[config.mk]
export PLATFORM = sky130hd
export DESIGN_NAME = iob_fifo_wr_arb
export DESIGN_NICKNAME = d
export VERILOG_FILES = /design/src/rtl/iob_fifo_arb_pkg.sv /design/src/rtl/iob_rr_pick.sv /design/src/rtl/iob_fifo_wr_arb.sv
export SDC_FILE = /design/constraint.sdc
export NUM_CORES = 1
export LEC_CHECK = 0
export ABC_CLOCK_PERIOD_IN_PS = 4150
export BUFFER_PORTS_ARGS = -buffer_cell sky130_fd_sc_hd__buf_2
export CORE_MARGIN = 4
export CORE_UTILIZATION = 37
export CTS_CLUSTER_SIZE = 20
export DETAILED_ROUTE_END_ITERATION = 10
export PLACE_DENSITY_LB_ADDON = 0.12
export SYNTH_ARGS = -nofsm -noshare
export SYNTH_HDL_FRONTEND = slang
export SYNTH_SLANG_ARGS = --single-unit
[constraint.sdc]
create_clock -name clk_i -period 4.15 [get_ports clk_i]
set_clock_uncertainty 0.05 [all_clocks]
set_input_delay 0.415 -clock clk_i [delete_from_list [all_inputs] [get_ports clk_i]]
set_output_delay 0.415 -clock clk_i [all_outputs]
set_load 0.05 [all_outputs]
[src/rtl/iob_fifo_arb_pkg.sv]
// ============================================================================
//  Module      : iob_fifo_arb_pkg
//  Description : Shared types and helpers for the FIFO write-port arbiter.
//                - state_e        : arbiter state encoding (IDLE / BURST)
//                - gnt_w()        : grant-index width for a requester count
//                - `IOB_FIFO_ARB_FREE(AW, LVL) : free FIFO words, AW+1 bits
//                The free-space helper is only referenced when the arbiter
//                is built with IOB_FIFO_ARB_SPACE_CHECK_EN defined.
//  Revision    : 1.0 - initial release
// ============================================================================
`default_nettype none

// Free space of a FIFO holding at most 2^AW-1 words, given its current
// level. Result is AW+1 bits wide so it can be compared against burst sizes.
`ifndef IOB_FIFO_ARB_FREE
`define IOB_FIFO_ARB_FREE(AW, LVL) \
    ((((AW)+1)'((1 << (AW)) - 1)) - (((AW)+1)'(LVL)))
`endif

package iob_fifo_arb_pkg;

    typedef enum logic {
        IDLE  = 1'b0,
        BURST = 1'b1
    } state_e;

    // Width of a requester index; never narrower than one bit.
    function automatic int gnt_w(input int n);
        return (n > 1) ? $clog2(n) : 1;
    endfunction

endpackage

`default_nettype wire

[src/rtl/iob_rr_pick.sv]
// ============================================================================
//  Module      : iob_rr_pick
//  Description : Combinational rotating-priority picker. Returns the first
//                asserted request found when searching ptr_i, ptr_i+1, ...
//                (mod N_REQ).
//  Ports       : req_i [N_REQ]  request vector
//                ptr_i [GNT_W]  highest-priority index (must be < N_REQ)
//                any_o          at least one request asserted
//                idx_o [GNT_W]  selected index (0 when any_o is low)
//  Revision    : 1.0 - initial release
// ============================================================================
`default_nettype none

module iob_rr_pick
    import iob_fifo_arb_pkg::*;
#(
    parameter int N_REQ = 4,
    localparam int GNT_W = gnt_w(N_REQ)
) (
    input  logic [N_REQ-1:0] req_i,
    input  logic [GNT_W-1:0] ptr_i,
    output logic             any_o,
    output logic [GNT_W-1:0] idx_o
);

    localparam logic [GNT_W:0] N_EXT = (GNT_W+1)'(N_REQ);

    // w_cand[k] is the index examined at search offset k.
    logic [GNT_W-1:0] w_cand [N_REQ];

    for (genvar k = 0; k < N_REQ; k++) begin : g_cand
        logic [GNT_W:0] w_sum;
        assign w_sum     = {1'b0, ptr_i} + (GNT_W+1)'(k);
        assign w_cand[k] = (w_sum >= N_EXT) ? GNT_W'(w_sum - N_EXT)
                                            : GNT_W'(w_sum);
    end

    // Walk from the farthest offset down to offset 0 so the nearest hit wins.
    always_comb begin
        any_o = |req_i;
        idx_o = '0;
        for (int k = N_REQ - 1; k >= 0; k--) begin
            if (req_i[w_cand[k]]) begin
                idx_o = w_cand[k];
            end
        end
    end

endmodule

`default_nettype wire

[src/rtl/iob_fifo_wr_arb.sv]
// ============================================================================
//  Module      : iob_fifo_wr_arb
//  Description : Round-robin arbiter sharing the write port of an async FIFO
//                between N_REQ requesters. A grant covers a whole burst of
//                req_len+1 words; transfers are paced by the FIFO full flag.
//                Optional macro IOB_FIFO_ARB_SPACE_CHECK_EN: only grant a
//                requester whose whole burst fits in the FIFO free space.
//  Ports       : clk_i, rst_ni          write clock, async active-low reset
//                req_valid_i [N]        per-requester word valid
//                req_len_i   [N*LEN_W]  burst length minus one (at grant)
//                req_data_i  [N*DATA_W] per-requester write word
//                req_ready_o [N]        per-requester word accept
//                fifo_w_data_o, fifo_write_en_o  to FIFO write port
//                fifo_full_i, fifo_level_w_i     from FIFO write side
//                grant_id_o             current owner (valid while busy_o)
//                busy_o                 burst in progress
//  Revision    : 1.0 - initial release
// ============================================================================
`default_nettype none

module iob_fifo_wr_arb
    import iob_fifo_arb_pkg::*;
#(
    parameter int N_REQ  = 4,
    parameter int DATA_W = 32,
    parameter int ADDR_W = 8,
    parameter int LEN_W  = 4,
    localparam int GNT_W = gnt_w(N_REQ)
) (
    input  logic                    clk_i,
    input  logic                    rst_ni,
    input  logic [N_REQ-1:0]        req_valid_i,
    input  logic [N_REQ*LEN_W-1:0]  req_len_i,
    input  logic [N_REQ*DATA_W-1:0] req_data_i,
    output logic [N_REQ-1:0]        req_ready_o,
    output logic [DATA_W-1:0]       fifo_w_data_o,
    output logic                    fifo_write_en_o,
    input  logic                    fifo_full_i,
    input  logic [ADDR_W-1:0]       fifo_level_w_i,
    output logic [GNT_W-1:0]        grant_id_o,
    output logic                    busy_o
);

    state_e           state_q, state_d;
    logic [GNT_W-1:0] grant_q, grant_d;
    logic [GNT_W-1:0] rr_ptr_q, rr_ptr_d;
    logic [LEN_W-1:0] cnt_q, cnt_d;

    logic [N_REQ-1:0] w_elig;
    logic             w_pick_any;
    logic [GNT_W-1:0] w_pick_idx;
    logic             w_owner_valid;
    logic             w_xfer;

`ifdef IOB_FIFO_ARB_SPACE_CHECK_EN
    localparam int CMP_W = ((ADDR_W > LEN_W) ? ADDR_W : LEN_W) + 1;

    logic [ADDR_W:0] w_free;
    assign w_free = `IOB_FIFO_ARB_FREE(ADDR_W, fifo_level_w_i);

    // A requester is eligible only if its entire burst fits right now, so a
    // granted burst can never run into fifo_full.
    always_comb begin
        w_elig = '0;
        for (int i = 0; i < N_REQ; i++) begin
            w_elig[i] = req_valid_i[i] &&
                ((CMP_W'(req_len_i[i*LEN_W +: LEN_W]) + CMP_W'(1))
                 <= CMP_W'(w_free));
        end
    end
`else
    // Level is not needed without the space check; fold it to keep it tied.
    logic w_unused_level;
    assign w_unused_level = ^fifo_level_w_i;
    assign w_elig         = req_valid_i;
`endif

    iob_rr_pick #(
        .N_REQ (N_REQ)
    ) u_pick (
        .req_i (w_elig),
        .ptr_i (rr_ptr_q),
        .any_o (w_pick_any),
        .idx_o (w_pick_idx)
    );

    assign w_owner_valid = req_valid_i[grant_q];
    assign w_xfer        = (state_q == BURST) && w_owner_valid && !fifo_full_i;

    always_comb begin
        state_d         = state_q;
        grant_d         = grant_q;
        cnt_d           = cnt_q;
        rr_ptr_d        = rr_ptr_q;
        req_ready_o     = '0;
        fifo_w_data_o   = '0;
        fifo_write_en_o = 1'b0;

        case (state_q)
            IDLE: begin
                if (w_pick_any) begin
                    state_d = BURST;
                    grant_d = w_pick_idx;
                    cnt_d   = req_len_i[int'(w_pick_idx)*LEN_W +: LEN_W];
                end
            end
            BURST: begin
                req_ready_o[grant_q] = !fifo_full_i;
                fifo_w_data_o        = req_data_i[int'(grant_q)*DATA_W +: DATA_W];
                fifo_write_en_o      = w_owner_valid && !fifo_full_i;
                if (w_xfer) begin
                    if (cnt_q == '0) begin
                        // Last word: hand priority to the next requester.
                        state_d  = IDLE;
                        rr_ptr_d = (grant_q == GNT_W'(N_REQ - 1))
                                   ? '0 : grant_q + GNT_W'(1);
                    end else begin
                        cnt_d = cnt_q - LEN_W'(1);
                    end
                end
            end
            default: state_d = IDLE;
        endcase
    end

    always_ff @(posedge clk_i or negedge rst_ni) begin
        if (!rst_ni) begin
            state_q  <= IDLE;
            grant_q  <= '0;
            cnt_q    <= '0;
            rr_ptr_q <= '0;
        end else begin
            state_q  <= state_d;
            grant_q  <= grant_d;
            cnt_q    <= cnt_d;
            rr_ptr_q <= rr_ptr_d;
        end
    end

    assign busy_o     = (state_q == BURST);
    assign grant_id_o = grant_q;

endmodule

`default_nettype wire

==> flow_metrics.py, run 1 <==
metrics = {
    "floorplanning": {
        "chipHeight_um": 76.78,
        "core_um2": 4474,
        "dieArea_um2": 5895,
        "rows": 24,
        "dieWidth_um": 76.78,
        "start_util": 0.3912,
        "ios": 199,
    },
    "critical_path": {
        "reg2reg_slack_ns": 1.72,
        "rr_worst_depth": 5,
        "crit_path_end_kind": "primary output",
        "cp-startpoint": "grant_id_o[0]$_DFFE_PN0P_",
        "crit_type": "flip-flop to primary output",
        "cp_max_fo": 25,
        "worstSetupStartpointType": "flip-flop",
        "crit_arrival_ns": 2.27,
        "required_ns": 3.68,
        "reg2reg_from": "grant_id_o[1]$_DFFE_PN0P_",
    },
    "pwr": {
        "peakVddDrop_mv": 0.4736,
        "power_density_nw_per_um2": 752.6,
        "power.leakage_uw": 0.001384,
        "power.total_uw": 2090,
    },
    "cts": {
        "cts_buffer_depth": 2,
        "clk_latency_ns": 0.23,
        "cts_buffers": 3,
        "cts_setup_buffers": 0,
        "path_clk_slew_ns": 0.05,
        "postCtsHoldBufs": 1,
        "clkSinkCount": 9,
        "cts_tree": "built",
        "cts_root_buf": "clkbuf_8",
        "ctsResizeCount": 0,
        "h-tree-depth": 1,
    },
    "grt": {
        "grt_use_total": 0.2395,
        "grt.overflow.total": 0,
        "grt_start_max_net_pins": 40,
        "grt_pass1_wl_um": 11260,
        "grt_pass1_vias": 2279,
        "antenna_found_initial": 1,
    },
    "layout": {
        "drive_gt1_frac": 0.6841,
        "finish.net_count": 511,
        "fillers": 406,
        "syn_to_final_growth_pct": 58.61,
        "postLayoutCoreUtil": 0.6205,
        "fin_area_um2": 2776,
    },
    "detailed_routing": {
        "viasPerCell": 5.332,
        "post-route-drc-count": 0,
        "first_iter_violations": 67,
        "num_vias": 2122,
        "routed_wl_um": 7141,
        "drtAntennaViolNets": 0,
        "wl_per_cell_um": 17.94,
        "drtPass1Iterations": 4,
    },
    "timing": {
        "period_needed_ns": 2.738,
        "setup_tns_ns": 0,
        "min_period_over_period": 0.6597,
        "slew_headroom": 0.3775,
        "finalSetupViolCount": 0,
        "timing_hold_violations_final": 0,
        "report.final.slew_viol_count": 0,
        "fmax_mhz": 365.2,
        "rsz0062_at_grt": "false",
        "tightest_slew_ns": 0.9320,
    },
    "yosys": {
        "synth_edf_count": 0,
        "netlist_top_cells_area": "mux4_2 42%, and2_1 13%, dfrtp_1 13%",
        "async_reset_ff_frac": 1.000,
        "synth_top_area_cell": "mux4_2",
        "synth_ff_type": "dfrtp_1",
        "yosysMostFrequentCell": "and2_1",
        "synthCells": 161,
        "syn_area_per_cell_um2": 10.87,
        "yosys_warnings": 0,
        "seq_area_frac_synth": 0.1287,
        "ys_top_cells_by_count": "37 x and2_1, 33 x mux4_2, 10 x mux2i_1, 9 x dfrtp_1, 8 x nand2_1",
        "yosysTopAreaCellShare": 0.4246,
        "syn-cell-area_um2": 1750,
        "ys_types": 28,
        "synth_fp_nets": 326,
        "synth_seq_cells": 9,
    },
    "run_status": {
        "outcome": "finished clean",
    },
    "min_path": {
        "hp-class": "flip-flop to flip-flop",
        "hold_depth": 2,
        "hp-start": "rr_ptr_q[0]$_DFFE_PN0P_",
    },
    "placed_design": {
        "portBuffers": 190,
        "place_hpwl_um": 6285,
        "gp_congestion": 0.9147,
        "place_area_um2": 2719,
    },
    "run": {
        "drv_cap": 0,
    },
}
layout by cell type, fill, tap and decap left out, drive strengths merged:
master,synthesis,routed
o21ai,3,3
o221ai,3,3
clkbuf,6,4
mux2,5,5
inv,7,7
o21a,1,1
or3,1,1
dlygate4sd3,0,1
a2bb2oi,1,1
nor4,2,2
o31ai,1,1
nor2,7,7
dfrtp,9,9
nor3b,2,2
nand3,2,2
nand3b,1,1
a21oi,5,5
or2,1,1
ha,6,6
mux2i,10,10
buf,7,192
mux4,33,33
and2,37,37
a211oi,1,1
diode,0,1
nand2,8,8
nand2b,2,2
worst max-delay path, cell delays in order, from the launching register on:
cell	delay, ns
dfrtp_2	0.59
buf_4	0.49
mux4_2	0.56
and2_1	0.17
buf_2	0.21
through the flow:
stage	worst slack (ns)	hold WS, ns	instances
final	1.412	0.4896	398
after detailed placement	1.616	0.2377	392
after global placement	1.635	0.2350	392
after CTS	1.371	0.4964	397
after global routing	1.211	0.5475	398
after floorplan	1.626	0.06941	161
registers in the layout, summed over array words and instances, names as in the netlist:
name,count
busy_o,1
cnt_q,4
grant_id_o,2
rr_ptr_q,2
routing by layer:
layer | GRT usage | wire, um | vias to the layer above | share of wire
met5 | 0 | 0 | - | 0
met4 | 0.09783 | 292 | 0 | 0.041
met3 | 0.08314 | 673 | 24 | 0.094
met2 | 0.4425 | 3773 | 120 | 0.53
met1 | 0.2431 | 2402 | 989 | 0.34
li1 | - | - | 989 | -
cell type report:
cell class              instances  area, um2  area share
diodes                          1      2.502   0.0009013
clock buffers                   4      45.04     0.01622
inverters                       7      26.28    0.009464
multi-input cells             132       1435      0.5169
repair buffers                193      975.9      0.3515
well taps                      52      65.06     0.02343
flip-flops and latches          9      226.5     0.08157
cells by family (layout without fill, tap and decap cells):
family,after synthesis,after routing,share of synthesized area
adder cells (fa/ha/maj),6,6,0.04289
buffers and inverters,20,204,0.05147
AO/OA/AOI/OAI,15,15,0.05861
other,0,1,0
multiplexers,48,48,0.5139
flip-flops,9,9,0.1287
AND/OR/NAND/NOR,63,63,0.2044
where the power goes:
part	total [uW]	switching (uW)	leakage [uW]	internal, uW
Clock	99.3	32.5	0.0000228	66.8
Combinational	1770	1120	0.00126	649
Sequential	223	97.1	0.000106	126
Total	2090	1250	0.00138	842
final timing paths:
path | endpoint
hold reg to reg | rr_ptr_q[0]$_DFFE_PN0P_
max in group asynchronous | grant_id_o[0]$_DFFE_PN0P_
hold / removal | rr_ptr_q[0]$_DFFE_PN0P_
setup reg to reg | rr_ptr_q[1]$_DFFE_PN0P_
min in group asynchronous | busy_o$_DFF_PN0_
setup / recovery | fifo_w_data_o[10]
No activity file was read; power rests on OpenSTA's default activity.
==> run 2, diff against run 1 <==
ABC_CLOCK_PERIOD_IN_PS = 2300   (was 4150)
CORE_UTILIZATION = 31   (was 37)
clock period = 2.3 ns   (was 4.15 ns; I/O delays follow)
==> flow_metrics.py, run 2 (same netlist as run 1, synthesis figures left out) <==
metrics = {
    "critical_path": {
        "cp_max_fo": 23,
        "reg2reg_from": "grant_id_o[0]$_DFFE_PN0P_",
        "crit_arrival_ns": 1.88,
        "worstSetupStartpointType": "flip-flop",
        "cpPeakStageDelay_ns": 0.53,
        "crit_path_end_kind": "primary output",
        "path_cells": "buf_12 -> mux4_2 -> and2_1 -> buf_2",
        "cp_slowest_cell": "mux4_2",
        "required_ns": 2.02,
        "cp-startpoint": "grant_id_o[0]$_DFFE_PN0P_",
        "reg2reg_slack_ns": 0.41,
        "crit_type": "flip-flop to primary output",
    },
    "layout": {
        "syn_to_final_growth_pct": 62.83,
        "drive_gt1_frac": 0.6914,
        "layout_common_cells": "190 x buf_2, 36 x and2_1, 33 x mux4_2, 10 x mux2i_1",
        "fillers": 565,
        "finish.net_count": 516,
        "mostFrequentLayoutCell": "buf_2",
        "largest-register": "cnt_q",
        "largest_reg_flops": 4,
        "postLayoutCoreUtil": 0.5176,
        "antennaDiodeCount": 0,
    },
    "floorplanning": {
        "core_um2": 5507,
        "rows": 27,
        "chipHeight_um": 83.15,
        "start_util": 0.3179,
        "dieArea_um2": 6913,
        "ios": 199,
        "dieWidth_um": 83.15,
    },
    "timing": {
        "min_period_over_period": 0.9381,
        "rsz0062_at_grt": "false",
        "slew_headroom": 0.6093,
        "report.final.slew_viol_count": 0,
        "finalSetupViolCount": 0,
        "fmax_mhz": 463.5,
        "period_needed_ns": 2.158,
        "tightest_slew_ns": 0.5861,
        "timing_hold_violations_final": 0,
        "setup_tns_ns": 0,
    },
    "grt": {
        "met1_usage": 0.2099,
        "grt_pass1_wl_um": 10670,
        "use_met3": 0.05952,
        "antenna_found_initial": 0,
        "grt_busiest_layer": "met2",
        "grt_start_max_net_pins": 26,
        "grt.overflow.total": 0,
        "use_met2": 0.3477,
        "grt_pass1_vias": 2225,
        "grt_use_total": 0.1899,
    },
    "min_path": {
        "hp-class": "primary input to async pin",
    },
    "cts": {
        "clk_latency_ns": 0.23,
        "cts_buffers": 3,
        "cts_root_buf": "clkbuf_8",
        "cts_tree": "built",
        "clkSinkCount": 9,
        "path_clk_slew_ns": 0.04,
        "cts_buffer_depth": 2,
        "cts_setup_buffers": 0,
        "h-tree-depth": 1,
    },
    "detailed_routing": {
        "routed_wl_um": 6804,
        "viasPerCell": 4.910,
        "post-route-drc-count": 0,
        "num_vias": 2072,
        "wl_per_cell_um": 16.12,
        "drtAntennaViolNets": 0,
        "drtPass1Iterations": 4,
        "first_iter_violations": 46,
    },
    "placed_design": {
        "place_hpwl_um": 5871,
        "portBuffers": 190,
        "gp_congestion": 0.8484,
    },
    "pwr": {
        "cell_internal_pwr_uw": 1577,
        "switching_share": 0.5886,
        "switchingPower_uw": 2257,
        "peakVddDrop_mv": 0.7457,
        "power.total_uw": 3834,
        "power_density_nw_per_um2": 1345,
        "pwr-share-clk": 0.048,
        "power.leakage_uw": 0.001413,
        "seq_power_share": 0.081,
        "pwr-share-comb": 0.871,
    },
    "run": {
        "drv_cap": 0,
    },
    "run_status": {
        "outcome": "finished clean",
    },
}
==> run 2: final timing paths <==
kind | depth (start not counted) | endpoint
max | 4 | fifo_w_data_o[27]
min | 2 | rr_ptr_q[0]$_DFFE_PN0P_
max reg2reg | 4 | rr_ptr_q[1]$_DFFE_PN0P_
min reg2reg | 2 | rr_ptr_q[0]$_DFFE_PN0P_
max in group asynchronous | 2 | grant_id_o[0]$_DFFE_PN0P_
min in group clk_i | 4 | cnt_q[2]$_DFFE_PN0P_
==> run 2: cell type report <==
type | count | area (um2) | share of cell area
multi-input cells | 132 | 1436 | 0.5040
repair buffers | 198 | 1026 | 0.3600
flip-flops and latches | 9 | 226.5 | 0.07946
well taps | 72 | 90.09 | 0.03161
clock buffers | 4 | 45.04 | 0.01580
inverters | 7 | 26.28 | 0.009219
==> run 2: power groups by stage <==
stage | clock, uW | combinational, uW | sequential, uW
after floorplan | 0 | 2600 | 350
after global placement | 0 | 3350 | 314
after detailed placement | 0 | 3380 | 315
after CTS | 192 | 3380 | 314
after global routing | 204 | 3560 | 326
final | 184 | 3340 | 311
==> run 2: metrics by stage <==
| step | cells | hold WS [ns] | area, um2 | setup slack, ns |
|---|---|---|---|---|
| 4_1_cts | 422 | 0.3271 | 2850 | 0.1028 |
| 5_1_grt | 422 | 0.3964 | 2850 | 0.03340 |
| 6_report | 422 | 0.3663 | 2850 | 0.1424 |
| 3_5_place_dp | 417 | 0.05103 | 2795 | 0.3653 |
| 2_1_floorplan | 161 | -0.1156 | 1753 | 0.07453 |
| 3_3_place_gp | 417 | 0.04315 | 2795 | 0.3712 |
==> run 2: layer usage <==
layer,part of all wire,vias up,wire length (um)
met5,0,-,0
met4,0.024,0,163
met3,0.095,14,643
met2,0.52,113,3512
met1,0.37,948,2484
li1,-,997,-
==> run 2: worst max-delay path: cells and delay by family (launching register included) <==
kind / cells / cell delay (ns)
multiplexers: 1 / 0.53
flip-flops: 1 / 0.48
buffers and inverters: 2 / 0.45
AND/OR/NAND/NOR: 1 / 0.17
==> run 2: repair_timing <==
action,CTS,global route
hold buffers,1,0
resized for setup,0,0
setup endpoints to repair,0,0
endpoints found under the hold margin,9,0
